### src/rtl/flick_conditioner.sv
// Push-button conditioner: two-flop synchronizer, debounce FSM, single-cycle press
// pulse, auto-repeat while held, and an 8-bit accepted-press counter.
module flick_conditioner #(
  parameter int DEBOUNCE_CYCLES = 4,
  parameter int HOLD_CYCLES     = 32,
  parameter int REPEAT_CYCLES   = 8
) (
  input  logic       clk,
  input  logic       reset,
  input  logic       flick_raw,
  input  logic       repeat_en,
  output logic       flick,
  output logic       flick_pulse,
  output logic       flick_repeat,
  output logic [7:0] press_count
);

  localparam logic [1:0] IDLE         = 2'd0;
  localparam logic [1:0] PRESS_WAIT   = 2'd1;
  localparam logic [1:0] HELD         = 2'd2;
  localparam logic [1:0] RELEASE_WAIT = 2'd3;

  localparam logic [15:0] DB_LAST   = 16'(DEBOUNCE_CYCLES - 1);
  localparam logic [15:0] HOLD_LAST = 16'(HOLD_CYCLES - 1);
  // Reload value makes every repeat after the first land REPEAT_CYCLES apart.
  localparam logic [15:0] REP_LOAD  = (REPEAT_CYCLES > HOLD_CYCLES) ? 16'd0
                                      : 16'(HOLD_CYCLES - REPEAT_CYCLES);

  logic        s1_r, s2_r;
  logic [1:0]  state_r, state_s;
  logic [15:0] db_cnt_r, db_cnt_s;
  logic [15:0] rep_cnt_r, rep_cnt_s;
  logic        flick_s, pulse_s, repeat_s;
  logic [7:0]  count_s;

  // Debounce/repeat next-state logic
  always_comb begin
    state_s   = state_r;
    db_cnt_s  = db_cnt_r;
    rep_cnt_s = rep_cnt_r;
    flick_s   = flick;
    pulse_s   = 1'b0;
    repeat_s  = 1'b0;
    count_s   = press_count;
    case (state_r)
      IDLE: begin
        flick_s = 1'b0;
        if (s2_r) begin
          state_s  = PRESS_WAIT;
          db_cnt_s = 16'd0;
        end else begin
          state_s  = IDLE;
        end
      end
      PRESS_WAIT: begin
        if (!s2_r) begin
          state_s = IDLE;
        end else if (db_cnt_r == DB_LAST) begin
          state_s   = HELD;
          flick_s   = 1'b1;
          pulse_s   = 1'b1;
          count_s   = press_count + 8'd1;
          rep_cnt_s = 16'd0;
        end else begin
          db_cnt_s = db_cnt_r + 16'd1;
        end
      end
      HELD: begin
        if (!s2_r) begin
          state_s  = RELEASE_WAIT;
          db_cnt_s = 16'd0;
        end else if (rep_cnt_r == HOLD_LAST) begin
          repeat_s  = repeat_en;
          rep_cnt_s = REP_LOAD;
        end else begin
          rep_cnt_s = rep_cnt_r + 16'd1;
        end
      end
      RELEASE_WAIT: begin
        if (s2_r) begin
          state_s = HELD;
        end else if (db_cnt_r == DB_LAST) begin
          state_s = IDLE;
          flick_s = 1'b0;
        end else begin
          db_cnt_s = db_cnt_r + 16'd1;
        end
      end
      default: begin
        state_s   = IDLE;
        flick_s   = 1'b0;
        db_cnt_s  = 16'd0;
        rep_cnt_s = 16'd0;
      end
    endcase
  end

  // Synchronizer, FSM state, counters and registered outputs
  always_ff @(posedge clk or negedge reset) begin
    if (!reset) begin
      s1_r         <= 1'b0;
      s2_r         <= 1'b0;
      state_r      <= IDLE;
      db_cnt_r     <= 16'd0;
      rep_cnt_r    <= 16'd0;
      flick        <= 1'b0;
      flick_pulse  <= 1'b0;
      flick_repeat <= 1'b0;
      press_count  <= 8'd0;
    end else begin
      s1_r         <= flick_raw;
      s2_r         <= s1_r;
      state_r      <= state_s;
      db_cnt_r     <= db_cnt_s;
      rep_cnt_r    <= rep_cnt_s;
      flick        <= flick_s;
      flick_pulse  <= pulse_s;
      flick_repeat <= repeat_s;
      press_count  <= count_s;
    end
  end

endmodule
### config.mk
export PLATFORM = sky130hd
export DESIGN_NAME = flick_conditioner
export DESIGN_NICKNAME = d
export VERILOG_FILES = /design/src/rtl/flick_conditioner.sv
export SDC_FILE = /design/constraint.sdc
export NUM_CORES = 1
export LEC_CHECK = 0
export ABC_CLOCK_PERIOD_IN_PS = 4170
export CAP_MARGIN = 10
export CORE_MARGIN = 2
export CORE_UTILIZATION = 64
export DETAILED_ROUTE_END_ITERATION = 8
export PLACE_DENSITY = 0.81
export SLEW_MARGIN = 10
export SYNTH_ARGS = -nofsm -noshare
export SYNTH_HDL_FRONTEND = slang
export SYNTH_SLANG_ARGS = --single-unit
### constraint.sdc
create_clock -name clk -period 4.17 [get_ports clk]
set_input_delay 0.834 -clock clk [delete_from_list [all_inputs] [get_ports clk]]
set_output_delay 0.834 -clock clk [all_outputs]
set_load 0.02 [all_outputs]
==> flow_metrics.py <==
metrics = {
    "cells_and_area": {
        "multi_input_area_um2": 1326,
        "num-fill-cells": 297,
        "diodes": 0,
        "seqCellArea_um2": 1176,
        "syn2layout_area_growth_pct": 8.920,
        "final_layout_size_suffix_gt1_frac": 0.07266,
        "utilization": 0.7169,
        "fin_nets": 300,
    },
    "critical_path": {
        "cp_common_cell": "inv_1",
        "crit_path_max_fanout": 15,
        "end_kind": "flop",
        "cp.required_ns": 4.36,
        "worstPathArrival_ns": 2.44,
        "cp_slowest_cell": "a21oi_2",
        "criticalPathCategory": "reg -> reg",
        "startpoint_type": "flop",
        "max_stage_delay_ns": 0.51,
        "cp_cell_sequence": "inv_1, ha_1, nand2_1, inv_1, a21oi_2, nor2_1, a22o_1",
    },
    "die": {
        "initial_core_util": 0.6582,
        "die_x_um": 67.68,
        "die_h_um": 67.68,
        "num_rows": 23,
        "dieArea_um2": 4580,
        "ioPinCount": 15,
        "design.core.area_um2": 3943,
    },
    "yosys": {
        "yosysMostFrequentCell": "dfrtp_1",
        "ys_top_cells_by_area": "dfrtp_1, o21ai_0, nand4_1",
        "synth-edff-count": 0,
        "synth_top_area_cell": "dfrtp_1",
        "yosysSeqAreaShare": 0.4532,
        "netlist_top_cells_count": "dfrtp_1, o21ai_0, nand2_1, nor2_1, nand4_1",
        "async_reset_ff_frac": 1.000,
        "syn_nets": 290,
        "netlist-cell-type-count": 45,
        "netlist_area_um2": 2595,
        "synth-main-ff-cell": "dfrtp_1",
        "synth_top_area_frac": 0.4532,
        "synth_warnings": 0,
        "ys_ff_latch": 47,
        "syn_area_per_cell_um2": 9.334,
        "synth_cells": 278,
    },
    "timing": {
        "setup_slack_ns": 1.920,
        "final_max_slew_viol_count": 0,
        "rsz0062_at_grt": "false",
        "worst_pin_slew_ns": 1.002,
        "setup_tns_ns": 0,
        "setup_viol": 0,
        "fin_crit_sh": 0.5396,
        "max_freq_mhz": 444.4,
        "layout_min_cycle_time_ns": 2.250,
        "slew_headroom": 0.3322,
        "final_hold_viol_count": 0,
        "fin_skew_ns": 0.005010,
        "worst_hold_slack_ns": 0.3568,
    },
    "cts": {
        "htreeDepth": 2,
        "post-cts-setup-buffers": 0,
        "clk_latency_ns": 0.30,
        "root_buffer": "clkbuf_8",
        "cts_num_sinks": 47,
        "clockBufferDepth": 2,
        "hold_buffers": 0,
        "cts_tree": "done",
        "cts_resized": 0,
        "cts_made_buffers": 5,
        "clk_pin_slew_ns": 0.09,
    },
    "placement": {
        "portBuffers": 14,
        "dp_slack_ns": 1.950,
        "dp_hpwl_um": 3758,
        "finalWeightedCongestion": 0.8867,
    },
    "power": {
        "ir_drop_mv": 0.2652,
        "p_leak_nw": 1.205,
        "power_density_nw_per_um2": 408.9,
    },
    "worst_hold_path": {
        "min_path_type": "reg -> reg",
    },
    "drt": {
        "wirelength_um": 5291,
        "wl_per_cell_um": 15.61,
        "vias": 2092,
        "drc": 0,
        "routed_via_density": 6.171,
        "drt_first_pass_iters": 5,
        "drtIter0Drc": 278,
        "ant_nets": 0,
    },
    "global_route": {
        "grt_pass1_vias": 1888,
        "antenna_found_initial": 0,
        "track_usage": 0.2581,
        "grt_pass1_wl_um": 8804,
        "grt_max_degree": 48,
        "overflow": 0,
    },
    "status": {
        "outcome": "complete, no violations",
    },
    "flow_run": {
        "cap_violations": 0,
    },
}
## routing by layer
layer	share of wire	GRT usage	vias to the layer above	routed length [µm]
li1	-	-	1049	-
met1	0.45	0.3290	986	2355
met2	0.51	0.4350	53	2689
met3	0.038	0.05000	4	201
met4	0.0083	0.09184	0	44
met5	0	0	-	0
## kinds of logic after synthesis
kind of cell / Yosys count / synth area share
mux: 3 / 0.01205
fa+ha+maj: 8 / 0.03857
buf+inv: 20 / 0.03568
compound gates: 79 / 0.1880
flops: 47 / 0.4532
simple gates: 114 / 0.2488
xor+xnor: 7 / 0.02363
## flip-flops by register name, summed over array words and instances, names as in the netlist, named ones only
signal / flops
db_cnt_r: 16
rep_cnt_r: 16
press_count: 8
flick: 1
flick_pulse: 1
flick_repeat: 1
s1_r: 1
s2_r: 1
state_r: 1
## final timing paths
| check | from | end | slack, ns | cells after the start |
|---|---|---|---|---|
| worst min-delay path | s1_r | s2_r | 0.36 | 0 |
| min in group asynchronous | reset | rep_cnt_r[2] | 0.70 | 1 |
| worst min register to register | s1_r | s2_r | 0.36 | 0 |
| worst max register to register | flop | rep_cnt_r[13] | 1.92 | 7 |
| worst max-delay path | flop | rep_cnt_r[13] | 1.92 | 7 |
| max in group asynchronous | reset | db_cnt_r[12] | 2.85 | 1 |
## final cells by class
type | count | area share
Tap cell | 50 | 0.02213
Sequential cell | 47 | 0.4161
Timing Repair Buffer | 16 | 0.05312
Multi-Input combinational cell | 211 | 0.4692
Clock buffer | 6 | 0.02568
Inverter | 7 | 0.009296
Clock inverter | 2 | 0.004427
## where the power goes
part	switching, mW	internal (mW)	total (mW)	leakage, nW
clock	0.152	0.117	0.269	0.0412
sequential	0.0339	0.484	0.518	0.647
combinational	0.236	0.133	0.369	0.517
## per-stage QoR
stage | power, mW | area (µm²) | std cells
floorplan | 0.7919 | 2595 | 278
global placement | 0.8812 | 2741 | 331
detailed placement | 0.8927 | 2741 | 331
CTS | 1.160 | 2826 | 339
global route | 1.239 | 2826 | 339
finish | 1.156 | 2826 | 339
## placed cells by master, fill, tap and decap left out, types with 7 or more instances in the layout
master	netlist	routed
nor2_1	20	20
inv_1	7	7
nand2_1	26	26
dfrtp_1	47	47
o31ai_1	7	7
a21oi_1	15	15
nand4_1	18	18
a22o_1	7	7
ha_1	8	8
nand3_1	12	12
o21ai_0	35	35
clkdlybuf4s50_1	0	13
## critical path, delay by kind of cell (launching register included)
kind | cells | cell delay (ns)
compound gates | 2 | 0.76
simple gates | 2 | 0.46
flops | 1 | 0.40
fa+ha+maj | 1 | 0.31
buf+inv | 2 | 0.20
(Power assumes the default switching activity.)
